$ cat src/rtl/poscnt_pkg.sv
// poscnt_pkg: FSM state type, default parameters and counter sizing shared by encoder_position_counter
package poscnt_pkg;
  typedef enum logic {IDLE, LOCK} state_t;
  localparam int DEF_WIDTH = 8;
  localparam int DEF_MAX_COUNT = 99;
  localparam int DEF_LOCKOUT = 1000;
  function automatic int cnt_width(input int lockout);
    return lockout > 0 ? $clog2(lockout + 1) : 1;
  endfunction
endpackage

$ cat src/rtl/encoder_position_counter_if.sv
// encoder_position_counter_if: step inputs, clear request and position/strobe outputs of the counter
interface encoder_position_counter_if import poscnt_pkg::*; #(parameter int WIDTH = DEF_WIDTH);
  logic giro_pos, giro_neg, clear;
  logic [WIDTH-1:0] position;
  logic dir, step_pulse, limit_hit;
  modport master(output giro_pos, giro_neg, clear, input position, dir, step_pulse, limit_hit);
  modport slave(input giro_pos, giro_neg, clear, output position, dir, step_pulse, limit_hit);
endinterface

$ cat src/rtl/poscnt_edge_sync.sv
// poscnt_edge_sync: 2-flop synchronizer plus rising-edge detector for one asynchronous input
module poscnt_edge_sync (
  input  logic clk,
  input  logic rst,
  input  logic din,
  output logic rise
);
  logic [2:0] sr;
  always_ff @(posedge clk) sr <= rst ? 3'b000 : {sr[1:0], din};
  assign rise = sr[1] & ~sr[2];
endmodule

$ cat src/rtl/encoder_position_counter.sv
// encoder_position_counter: bounded up/down position counter driven by synchronized step edges with lockout.
// Define POSCNT_WRAP_EN to wrap at the bounds instead of saturating.
module encoder_position_counter import poscnt_pkg::*; #(
  parameter int WIDTH = DEF_WIDTH,
  parameter int MAX_COUNT = DEF_MAX_COUNT,
  parameter int LOCKOUT = DEF_LOCKOUT
) (
  input logic clk,
  input logic rst,
  encoder_position_counter_if.slave bus
);
  localparam int CW = cnt_width(LOCKOUT);
  localparam logic [CW-1:0] LOAD = CW'(LOCKOUT > 0 ? LOCKOUT - 1 : 0);
  localparam logic [CW-1:0] CNT_ONE = CW'(1);
  localparam logic [WIDTH-1:0] MAX = WIDTH'(MAX_COUNT);
  localparam logic [WIDTH-1:0] ONE = WIDTH'(1);
  state_t state;
  logic [CW-1:0] cnt;
  logic up, dn, step, at_bound, move, take;
  logic [WIDTH-1:0] next_pos;
  poscnt_edge_sync u_pos (.clk(clk), .rst(rst), .din(bus.giro_pos), .rise(up));
  poscnt_edge_sync u_neg (.clk(clk), .rst(rst), .din(bus.giro_neg), .rise(dn));
  always_comb begin
    step = (state == IDLE) && (up ^ dn);
    take = step && !bus.clear;
    at_bound = up ? bus.position == MAX : bus.position == '0;
  end
`ifdef POSCNT_WRAP_EN
  assign move = 1'b1;
  assign next_pos = at_bound ? (up ? '0 : MAX) : (up ? bus.position + ONE : bus.position - ONE);
`else
  assign move = ~at_bound;
  assign next_pos = at_bound ? bus.position : (up ? bus.position + ONE : bus.position - ONE);
`endif
  // clear wins over a coincident step and never starts a lockout
  always_ff @(posedge clk) begin
    if (rst) begin
      state <= IDLE;
      cnt <= '0;
      bus.position <= '0;
      bus.dir <= 1'b0;
      bus.step_pulse <= 1'b0;
      bus.limit_hit <= 1'b0;
    end else begin
      bus.step_pulse <= take && move;
      bus.limit_hit <= take && at_bound;
      if (bus.clear) bus.position <= '0;
      else if (step) begin
        bus.position <= next_pos;
        bus.dir <= up;
      end
      if (state == LOCK) begin
        if (cnt <= CNT_ONE) begin
          state <= IDLE;
          cnt <= '0;
        end else cnt <= cnt - CNT_ONE;
      end else if (take && LOCKOUT > 0) begin
        state <= LOCK;
        cnt <= LOAD;
      end
    end
  end
endmodule

$ cat src/flat_wrapper.sv
// flat-port wrapper written by rule: the top's interface ports become plain ports
module encoder_position_counter_flat import poscnt_pkg::*;
#(
  parameter int WIDTH = DEF_WIDTH,
  parameter int MAX_COUNT = DEF_MAX_COUNT,
  parameter int LOCKOUT = DEF_LOCKOUT
)
  (clk, rst, bus_giro_pos, bus_giro_neg, bus_clear, bus_position, bus_dir, bus_step_pulse, bus_limit_hit);
  encoder_position_counter_if #(.WIDTH(WIDTH)) bus_i ();
  input logic clk;
  input logic rst;
  input wire logic [$bits(bus_i.giro_pos)-1:0] bus_giro_pos;
  input wire logic [$bits(bus_i.giro_neg)-1:0] bus_giro_neg;
  input wire logic [$bits(bus_i.clear)-1:0] bus_clear;
  output wire logic [$bits(bus_i.position)-1:0] bus_position;
  output wire logic [$bits(bus_i.dir)-1:0] bus_dir;
  output wire logic [$bits(bus_i.step_pulse)-1:0] bus_step_pulse;
  output wire logic [$bits(bus_i.limit_hit)-1:0] bus_limit_hit;
  assign bus_i.giro_pos = bus_giro_pos;
  assign bus_i.giro_neg = bus_giro_neg;
  assign bus_i.clear = bus_clear;
  assign bus_position = bus_i.position;
  assign bus_dir = bus_i.dir;
  assign bus_step_pulse = bus_i.step_pulse;
  assign bus_limit_hit = bus_i.limit_hit;
  encoder_position_counter #(.WIDTH(WIDTH), .MAX_COUNT(MAX_COUNT), .LOCKOUT(LOCKOUT)) u_core (.clk(clk), .rst(rst), .bus(bus_i));
endmodule
$ cat config.mk
export PLATFORM = sky130hd
export DESIGN_NAME = encoder_position_counter_flat
export DESIGN_NICKNAME = d
export VERILOG_FILES = /design/src/rtl/poscnt_pkg.sv /design/src/rtl/encoder_position_counter_if.sv /design/src/rtl/poscnt_edge_sync.sv /design/src/rtl/encoder_position_counter.sv /design/src/flat_wrapper.sv
export SDC_FILE = /design/constraint.sdc
export NUM_CORES = 1
export LEC_CHECK = 0
export CAP_MARGIN = 30
export CORE_MARGIN = 2
export CORE_UTILIZATION = 55
export DETAILED_ROUTE_END_ITERATION = 8
export GPL_TIMING_DRIVEN = 0
export MAX_ROUTING_LAYER = met4
export PLACE_DENSITY_LB_ADDON = 0.12
export SYNTH_ARGS = -nofsm -noshare
export SYNTH_HDL_FRONTEND = slang
export SYNTH_SLANG_ARGS = --single-unit
export TNS_END_PERCENT = 100
$ cat constraint.sdc
create_clock -name clk -period 2.8 [get_ports clk]
set_input_delay 0.56 -clock clk [delete_from_list [all_inputs] [get_ports clk]]
set_output_delay 0.56 -clock clk [all_outputs]
set_load 0.005 [all_outputs]
==> out/summary.txt, run 1 <==
CP max stage cell: dfxtp_1
Post-layout min period: 2378 ps
Async S/R FF share, synth: 0
RR Endpoint: u_core.bus.position[7]$_SDFFE_PP0P_
CP endpoint kind: flip-flop
WP data required: 3050 ps
Area after DPL: 1664 µm²
DRC viols: 0
Peak VDD IR: 427.1 µV
Sequential fraction of the synthesis area: 0.3797
Final period util: 0.8493
Starting Density: 0.5906
Vias in the first global route: 1200
Clock network fraction of design power: 0.309
Io pins: 16
Rel. slew slack: 0.6737
Simple-gate area share of the yosys netlist: 0.2534
Via count: 1305
Mux cell area share after synthesis: 0.04153
Yosys warns: 0
Number of buffers on the longest clock path: 2
Maximum clock frequency: 420.5 MHz
Slew Viols, Final: 0
Int Pwr: 0.0006390 W
Fraction of layout cells with a size suffix above 1: 0.07179
Most common cell after layout, fill and taps aside: dfxtp_1
Power Density: 512.1 nW/µm²
Area leader, netlist: dfxtp_1
Critical path startpoint: u_core.u_pos.sr[1]$_SDFF_PP0_
Final nets: 208
Least-Margin Pin Slew: 486.2 ps
Synth Area in Compound Gates: 0.1686
Total Neg Setup Slack: 0 ps
WL final: 3027 µm
Delay-heaviest family, CP: simple AND/OR/NAND/NOR gates
Mapped cell area: 1476 µm²
Leakage: 0.6873 nW
Comb pwr share: 0.191
R2r setup slk: 420 ps
Ys flop type: dfxtp_1
Fillers: 202
Sw Ratio: 0.2731
Max-Cap Viols: 0
Cts bufs inserted: 3
Die W: 55.81 µm
Mapped Nets: 188
Post-Synth Adder-Cell Area: 0.05932
Switch Pwr: 0.0002401 W
Crit path depth: 10
Initial DRC count: 29
Die Height: 55.81 µm
GP Congestion: 0.8574
DP HPWL: 2225 µm
Average vias per placed instance: 5.800
Top post-synthesis cells by area: dfxtp_1 38%, ha_1 5.9%, a21oi_1 5.8%
Reg power frac: 0.500
FF+latch count, synth: 28
CTS tree: built
Synth Instances: 176
First-pass GRT wire length: 5030 µm
WP data arrival: 2620 ps
RSZ-0062 raised after global routing: no
# diodes: 0
Final setup viols: 0
Crit-path cells: nor2b_4 > buf_6 > inv_4 > ha_1 > a21oi_1 > nand2_1 > a21o_1 > or3_1 > a21oi_2 > mux2_1
Synthesized area per cell: 8.389 µm²
Cts hold-fix bufs: 0
Worst clock skew: 4.613 ps
CP Max Fanout: 9
Final Instance Area: 1717 µm²
CP Class: flip-flop to flip-flop
Std cell rows: 18
Status: finished clean
R2r startpoint: u_core.u_pos.sr[1]$_SDFF_PP0_
Area grow syn2layout: 16.27%
Post-synth EDFFs: 0
Clk slew on worst S/H paths: 160 ps
Main combinational cell family by area after synthesis: simple AND/OR/NAND/NOR gates
Bufs and invs on worst path: 2
Total GRT Usage: 0.2067
Most frequent cells in the layout: 28 x dfxtp_1, 17 x a21oi_1, 16 x nor2_1, 15 x clkdlybuf4s50_1, 13 x nor3_1
# H-tree levels: 1
Clk_lat worst skew: 340 ps
Grt ovf: 0
CP startpoint kind: flip-flop
Setup Fix Bufs, Post-CTS: 0
Worst reg-to-reg path cell count: 10
Hold Vio Cnt, Final: 0
CP endpoint: u_core.bus.position[7]$_SDFFE_PP0P_
Clk root buf: clkbuf_4
Synth top area share: 0.3797
Dpl ws: 449.3 ps
Hold Crit Class: flip-flop to flip-flop
TritonRoute pass-1 iters: 4
Largest net degree at the start of global routing: 17
# resized after CTS: 0
Core Region: 2500 µm²
Crit-path max cell delay: 360 ps
Unique masters post-synth: 39
CTS Sinks: 28
DR WL/cell: 13.45 µm
Full die area: 3115 µm²
Antenna viol nets, final: 0
Synth Area in XOR/XNOR: 0.04746
Hold Slack: 455.3 ps
Initial antenna violation count: 0
Port Buf Inserts: 15
PnR worst setup slack: 422.0 ps
layer usage:
metal	wire length [µm]	vias to the layer above	global-route usage
met5	0	-	-
met4	51	0	0.09864
met3	150	6	0.02093
met2	1537	37	0.3741
met1	1287	604	0.2259
li1	-	658	-
flip-flops by register name (all words and copies together), names as in the netlist:
register,flops
u_core.bus.dir,1
u_core.bus.limit_hit,1
u_core.bus.position,8
u_core.bus.step_pulse,1
u_core.cnt,10
u_core.state,1
u_core.u_neg.sr,3
u_core.u_pos.sr,3
logic make-up after synthesis:
family	Yosys count
AND/OR/NAND/NOR	71
buffers and inverters	16
flip-flops	28
XOR/XNOR	8
multiplexers	6
AO/OA/AOI/OAI	40
adder cells (fa/ha/maj)	7
worst register-to-register path: stages (launching register included):
cell	delay (ps)
dfxtp_1	360
nor2b_4	140
buf_6	140
inv_4	80
ha_1	350
a21oi_1	180
nand2_1	70
a21o_1	180
or3_1	320
a21oi_2	150
mux2_1	320
metrics by stage:
| step | total power (W) | std cells | utilization |
|---|---|---|---|
| global route | 0.0009175 | 225 | 0.6867 |
| detailed placement | 0.0006136 | 221 | 0.6657 |
| floorplan | 0.0005724 | 176 | - |
| finish | 0.0008791 | 225 | 0.6867 |
| CTS | 0.0008861 | 225 | 0.6867 |
| global placement | 0.0006074 | 221 | 0.6657 |
area by class of cell:
cell class                      count  area [µm²]  share of cell area
Buffer                              8       41.29             0.02405
Clock buffer                        3       22.52             0.01312
Sequential cell                    28       560.5              0.3265
Clock inverter                      1       30.03             0.01749
Timing Repair Buffer               15       150.1             0.08746
Inverter                            8       32.53             0.01895
Tap cell                           30       37.54             0.02187
Multi-Input combinational cell    132       842.1              0.4905
synth_stat cells, drive strengths merged, types with 2 or more instances:
cell type  count
xor2           4
buf            5
or3            5
nand3          6
a211oi         3
xnor2          4
o21a           3
a21o           2
a21oi         18
nor2          16
nor3b          2
o21ai          7
a31oi          4
and2           2
clkbuf         3
nand4          4
dfxtp         28
mux2i          5
nor2b          8
nor3          13
inv            8
nand2         11
ha             7
worst min-delay path by stage:
stage / depth (start not counted) / start / endpoint
2_1_floorplan: 1 / u_core.u_neg.sr[0]$_SDFF_PP0_ / u_core.u_neg.sr[1]$_SDFF_PP0_
3_3_place_gp: 1 / u_core.u_pos.sr[0]$_SDFF_PP0_ / u_core.u_pos.sr[1]$_SDFF_PP0_
3_5_place_dp: 1 / u_core.u_neg.sr[0]$_SDFF_PP0_ / u_core.u_neg.sr[1]$_SDFF_PP0_
4_1_cts: 1 / u_core.u_neg.sr[0]$_SDFF_PP0_ / u_core.u_neg.sr[1]$_SDFF_PP0_
5_1_grt: 1 / u_core.u_pos.sr[0]$_SDFF_PP0_ / u_core.u_pos.sr[1]$_SDFF_PP0_
6_report: 1 / u_core.u_neg.sr[0]$_SDFF_PP0_ / u_core.u_neg.sr[1]$_SDFF_PP0_
power groups by stage:
stage	clock network, W	logic, W	registers [W]
after floorplan	0	0.000129	0.000443
after global placement	0	0.000161	0.000446
after detailed placement	0	0.000167	0.000447
after CTS	0.000280	0.000167	0.000439
after global routing	0.000289	0.000186	0.000443
final	0.000272	0.000168	0.000439
No activity file was read; power rests on OpenSTA's default activity.
==> run 2: changes to the inputs <==
Clock period 2.8 ns to 2.3 ns, I/O delays scaled along.
==> run 2 against run 1 <==
Effect of this change: clock skew fell by 1.2 ps; die area unchanged; sequential share of layout area is 0.74 points lower; largest power group unchanged; core utilization increased by 1.8 points; clock-buffer cell count unchanged; global-route usage rose by 0.60 points; clock power grew 22%.
==> out/summary.txt, run 2 (synthesized netlist as in run 1, its figures left out) <==
Final period util: 0.9613 (+0.1120)
Antenna viol nets, final: 0 (unchanged)
Post-layout min period: 2211 ps (-167.0 ps)
Core Region: 2500 µm² (unchanged)
Slew Viols, Final: 0 (unchanged)
WP data required: 2550 ps (-500 ps)
Worst reg-to-reg path cell count: 10 (unchanged)
Area grow syn2layout: 19.24%
R2r setup slk: 90 ps (-330 ps)
Std cell rows: 18 (unchanged)
# H-tree levels: 1 (unchanged)
First-pass GRT wire length: 5175 µm (+2.9%)
Crit-path max cell delay: 350 ps (about the same)
Area after DPL: 1664 µm² (unchanged)
Final setup viols: 0 (unchanged)
WP data arrival: 2460 ps (-160 ps)
Via count: 1313 (+0.61%)
Power Density: 613.4 nW/µm² (+20%)
Max reg flops: 10 (unchanged)
CP Max Fanout: 9 (unchanged)
Average vias per placed instance: 5.836 (+0.61%)
Cts bufs inserted: 3 (unchanged)
Sequential Area: 561.8 µm² (+0.22%)
Full die area: 3115 µm² (unchanged)
Final nets: 208 (unchanged)
Largest net degree at the start of global routing: 17 (unchanged)
Total power: 0.001080 W (+23%)
Clock network fraction of design power: 0.306 (-0.003)
Largest regs: u_core.cnt x10, u_core.bus.position x8
Vias in the first global route: 1214 (+1.2%)
TritonRoute pass-1 iters: 4 (unchanged)
Reg with most FFs: u_core.cnt
CP dominant cell by count: a21oi_2
Most frequent cells in the layout: 27 x dfxtp_1, 16 x a21oi_1, 15 x nor2_1, 15 x clkdlybuf4s50_1, 13 x nor3_1
Io pins: 16 (unchanged)
Switch Pwr: 0.0002979 W (+24%)
DR WL/cell: 14.01 µm (+4.1%)
Leakage: 0.6927 nW (+0.77%)
Status: finished clean
Worst clock skew: 3.390 ps (-1.224 ps)
Rel. slew slack: 0.6624 (-0.01125)
Hold depth: 1 (unchanged)
Clk slew on worst S/H paths: 160 ps (about the same)
WL final: 3152 µm (+4.1%)
Maximum clock frequency: 452.3 MHz (+7.6%)
CTS tree: built
CP max stage cell: dfxtp_2
Least-Margin Pin Slew: 503.0 ps (+16.76 ps)
Total GRT Usage: 0.2127 (+0.006006)
R2r startpoint: u_core.u_pos.sr[1]$_SDFF_PP0_
Starting Density: 0.5906 (unchanged)
CP endpoint kind: flip-flop
Multi-input logic area: 878.3 µm² (+4.3%)
Layout Cells excl Fill: 225 (unchanged)
Clk root buf: clkbuf_4
Final Instance Area: 1760 µm² (+2.6%)
Initial DRC count: 51 (+76%)
Fillers: 190 (-5.9%)
Peak VDD IR: 520.2 µV (+22%)
Hold Crit Class: flip-flop to flip-flop
Die W: 55.81 µm (unchanged)
Cts hold-fix bufs: 0 (unchanged)
Clk_lat worst skew: 340 ps (about the same)
Bufs and invs on worst path: 2 (unchanged)
Most common cell after layout, fill and taps aside: dfxtp_1
DP HPWL: 2225 µm (unchanged)
Hold Startpoint: u_core.u_pos.sr[0]$_SDFF_PP0_
CP Class: flip-flop to flip-flop
Comb pwr share: 0.198 (+0.007)
Max-Cap Viols: 0 (unchanged)
CTS Sinks: 28 (unchanged)
Placed insts: 221 (unchanged)
Fraction of layout cells with a size suffix above 1: 0.1026 (+0.03077)
Port Buf Inserts: 15 (unchanged)
Sw Ratio: 0.2758 (+0.002715)
Delay-heaviest family, CP: simple AND/OR/NAND/NOR gates
# diodes: 0 (unchanged)
Total Neg Setup Slack: 0 ps (unchanged)
CP startpoint kind: flip-flop
Initial antenna violation count: 0 (unchanged)
Number of buffers on the longest clock path: 2 (unchanged)
GP Congestion: 0.8574 (unchanged)
Hold Vio Cnt, Final: 0 (unchanged)
Die Height: 55.81 µm (unchanged)
Int Pwr: 0.0007820 W (+22%)
Reg power frac: 0.496 (-0.004)
Hold worst-path end: u_core.u_pos.sr[1]$_SDFF_PP0_
DRC viols: 0 (unchanged)
Crit-path cells: nor2b_4 > buf_8 > inv_6 > ha_4 > a21oi_2 > nand2_1 > a21o_1 > or3_1 > a21oi_2 > mux2_1
Setup Fix Bufs, Post-CTS: 0 (unchanged)
RR Endpoint: u_core.bus.position[7]$_SDFFE_PP0P_
Grt ovf: 0 (unchanged)
run 2: cell counts in the layout (fill, tap and decap cells not counted):
Identical to the previous run, type by type.
run 2: worst register-to-register path: stages, from the launching register on:
cell and delay (ps):
dfxtp_2 350, nor2b_4 120, buf_8 140, inv_6 110, ha_4 230, a21oi_2 140
nand2_1 70, a21o_1 180, or3_1 320, a21oi_2 150, mux2_1 320
run 2: repair_timing:
| item | 4_1_cts | 5_1_grt |
|---|---|---|
| gates cloned | 0 | 0 |
| gates resized for setup | 2 | 6 |
| endpoints found under the setup margin | 1 | 2 |
run 2: metrics by stage:
step	setup WS, ps	util	hold slack [ps]
after detailed placement	-50.67	0.6657	421.8
final	88.98	0.7042	450.1
after global routing	-21.76	0.7042	461.8
after CTS	25.79	0.6967	456.7
after global placement	-16.84	0.6657	416.7
after floorplan	89.29	-	413.8
run 2: worst max path at each step:
stage | start | to | slack (ps) | cells after the start
6_report | u_core.u_pos.sr[1]$_SDFF_PP0_ | u_core.bus.position[7]$_SDFFE_PP0P_ | 90 | 10
5_1_grt | u_core.u_pos.sr[1]$_SDFF_PP0_ | u_core.bus.position[7]$_SDFFE_PP0P_ | -20 | 10
4_1_cts | u_core.u_pos.sr[1]$_SDFF_PP0_ | u_core.bus.position[7]$_SDFFE_PP0P_ | 30 | 10
3_5_place_dp | u_core.u_pos.sr[1]$_SDFF_PP0_ | u_core.bus.position[7]$_SDFFE_PP0P_ | -50 | 10
3_3_place_gp | u_core.u_pos.sr[1]$_SDFF_PP0_ | u_core.bus.position[7]$_SDFFE_PP0P_ | -20 | 10
2_1_floorplan | u_core.u_pos.sr[1]$_SDFF_PP0_ | u_core.bus.position[7]$_SDFFE_PP0P_ | 90 | 10
run 2: final cells by class:
cell class / instances / area share
flip-flops and latches: 28 / 0.3191
multi-input cells: 132 / 0.4989
clock inverters: 1 / 0.01706
repair buffers: 15 / 0.08529
plain buffers: 8 / 0.02559
inverters: 8 / 0.01990
clock buffers: 3 / 0.01279
well taps: 30 / 0.02132
run 2: power groups by stage:
| stage | registers (W) | clock network (W) | logic, W |
|---|---|---|---|
| 2_1_floorplan | 0.000539 | 0 | 0.000158 |
| 3_3_place_gp | 0.000543 | 0 | 0.000197 |
| 3_5_place_dp | 0.000544 | 0 | 0.000203 |
| 4_1_cts | 0.000534 | 0.000341 | 0.000207 |
| 5_1_grt | 0.000539 | 0.000351 | 0.000236 |
| 6_report | 0.000535 | 0.000331 | 0.000214 |
run 2: metal layers:
layer | track usage | up-vias | wire [µm]
li1 | - | 659 | -
met1 | 0.2318 | 611 | 1327
met2 | 0.3827 | 34 | 1632
met3 | 0.02558 | 9 | 107
met4 | 0.1020 | 0 | 84
met5 | - | - | 0
==> run 3: changes to the inputs <==
Settings changed: ABC_CLOCK_PERIOD_IN_PS set to 2300, RECOVER_POWER set to 100, TNS_END_PERCENT 100 to not set.
==> run 3 against run 2 <==
Effect of this change: final area shrank 0.14%; die area is the same; fmax grew 0.14%; first-iteration DRC count shrank 12%; sequential power is essentially flat; core utilization shrank 0.10 points; via count is essentially flat; flip-flop and latch count is the same; combinational power is essentially flat; non-clock buffer count is the same.
==> out/summary.txt, run 3 (synthesized netlist as in run 1, its figures left out) <==
Status: finished clean
Fraction of layout cells with a size suffix above 1: 0.09231 (-0.01026)
Rel. slew slack: 0.6718 (+0.009376)
Least-Margin Pin Slew: 489.0 ps (-13.97 ps)
WP data required: 2550 ps (about the same)
Port Buf Inserts: 15 (unchanged)
# diodes: 0 (unchanged)
Int Pwr: 0.0007796 W (-0.31%)
CP Max Fanout: 9 (unchanged)
Worst clock skew: 2.671 ps (-0.7193 ps)
TritonRoute pass-1 iters: 4 (unchanged)
Layout Cells excl Fill: 225 (unchanged)
CP Class: flip-flop to flip-flop
CP endpoint kind: flip-flop
Core Region: 2500 µm² (unchanged)
WP data arrival: 2460 ps (about the same)
Die Height: 55.81 µm (unchanged)
Largest regs: u_core.cnt x10, u_core.bus.position x8
Met2 Use GR: 0.3827 (unchanged)
CTS tree: built
Comb pwr share: 0.197 (about the same)
Cts bufs inserted: 3 (unchanged)
Most Used Layer, Global Route: met2
Hold Vio Cnt, Final: 0 (unchanged)
Placed insts: 221 (unchanged)
Crit-path max cell delay: 350 ps (about the same)
GP Congestion: 0.8574 (unchanged)
Cts hold-fix bufs: 0 (unchanged)
Bufs and invs on worst path: 2 (unchanged)
Clk root buf: clkbuf_4
Total Neg Setup Slack: 0 ps (unchanged)
Vias in the first global route: 1214 (unchanged)
DRC viols: 0 (unchanged)
Clk slew on worst S/H paths: 160 ps (about the same)
Delay-heaviest family, CP: simple AND/OR/NAND/NOR gates
Die W: 55.81 µm (unchanged)
Antenna viol nets, final: 0 (unchanged)
# H-tree levels: 1 (unchanged)
Most frequent cells in the layout: 27 x dfxtp_1, 16 x a21oi_1, 15 x nor2_1, 13 x nor3_1, 12 x dlygate4sd3_1
WL final: 3138 µm (-0.44%)
Area grow syn2layout: 19.07%
Power Density: 613.7 nW/µm² (about the same)
Full die area: 3115 µm² (unchanged)
Max reg flops: 10 (unchanged)
Via count: 1314 (+0.076%)
DP HPWL: 2225 µm (unchanged)
Grt ovf: 0 (unchanged)
Clock network fraction of design power: 0.308 (+0.002)
Reg power frac: 0.496 (about the same)
Max-Cap Viols: 0 (unchanged)
Clk_lat worst skew: 340 ps (about the same)
Leakage: 0.7255 nW (+4.7%)
Most common cell after layout, fill and taps aside: dfxtp_1
CP dominant cell by count: a21oi_2
Sw Ratio: 0.2773 (+0.001475)
Final nets: 208 (unchanged)
Std cell rows: 18 (unchanged)
Initial antenna violation count: 0 (unchanged)
Io pins: 16 (unchanged)
Slew Viols, Final: 0 (unchanged)
Crit-path cells: nor2b_4 > buf_8 > inv_6 > ha_4 > a21oi_2 > nand2_1 > a21o_1 > or3_1 > a21oi_2 > mux2_1
CP startpoint kind: flip-flop
Post-layout min period: 2208 ps (-3.175 ps)
CP max stage cell: dfxtp_2
Average vias per placed instance: 5.840 (about the same)
Total GRT Usage: 0.2127 (unchanged)
Initial DRC count: 45 (-12%)
Hold Crit Class: flip-flop to flip-flop
Largest net degree at the start of global routing: 17 (unchanged)
Final setup viols: 0 (unchanged)
Grt met3 use: 0.02558 (unchanged)
Met1 GRT Util: 0.2318 (unchanged)
Number of buffers on the longest clock path: 2 (unchanged)
Total power: 0.001079 W (-0.10%)
Peak VDD IR: 518.6 µV (-0.32%)
Maximum clock frequency: 452.9 MHz (+0.14%)
DR WL/cell: 13.95 µm (-0.44%)
Switch Pwr: 0.0002991 W (+0.43%)
Reg with most FFs: u_core.cnt
Starting Density: 0.5906 (unchanged)
Final period util: 0.9599 (-0.001381)
Hold Slack: 450.1 ps (-0.02000 ps)
First-pass GRT wire length: 5175 µm (unchanged)
CTS Sinks: 28 (unchanged)
## run 3: power groups by stage
stage | logic (W) | registers, W | clock network [W]
6_report | 0.000212 | 0.000535 | 0.000332
3_5_place_dp | 0.000203 | 0.000544 | 0
2_1_floorplan | 0.000158 | 0.000539 | 0
4_1_cts | 0.000207 | 0.000534 | 0.000341
5_1_grt | 0.000234 | 0.000539 | 0.000351
3_3_place_gp | 0.000197 | 0.000543 | 0
## run 3: worst paths after layout
path / startpoint / to / slack [ps] / depth (start not counted)
max reg2reg: u_core.u_pos.sr[1]$_SDFF_PP0_ / u_core.bus.position[7]$_SDFFE_PP0P_ / 90 / 10
min reg2reg: u_core.u_pos.sr[0]$_SDFF_PP0_ / u_core.u_pos.sr[1]$_SDFF_PP0_ / 450 / 1
min: u_core.u_pos.sr[0]$_SDFF_PP0_ / u_core.u_pos.sr[1]$_SDFF_PP0_ / 450 / 1
max: u_core.u_pos.sr[1]$_SDFF_PP0_ / u_core.bus.position[7]$_SDFFE_PP0P_ / 90 / 10
## run 3: timing repair
| item | 4_1_cts | 5_1_grt |
|---|---|---|
| resized for setup | 2 | 6 |
| setup buffers | 0 | 0 |
| setup endpoints to repair | 1 | 2 |
## run 3: layout make-up
cell class                 count  area (µm²)
multi-input combinational    132       878.3
buffer                         8       42.54
tap                           30       37.54
inverter                       8       35.03
clock inverter                 1       30.03
fill                         191       742.0
clock buffer                   3       22.52
sequential                    28       561.8
timing repair buffer          15       150.1
## run 3: per-stage QoR
stage,setup WS [ps],util,area [µm²]
after floorplan,89.29,-,1476
after global placement,-16.84,0.6657,1664
after detailed placement,-50.67,0.6657,1664
after CTS,25.79,0.6967,1742
after global routing,-21.76,0.7032,1758
final,92.16,0.7032,1758
## run 3: routing by layer
layer,vias up,routed length (µm)
met5,-,0
met4,0,85
met3,9,111
met2,34,1599
met1,613,1342
li1,658,-
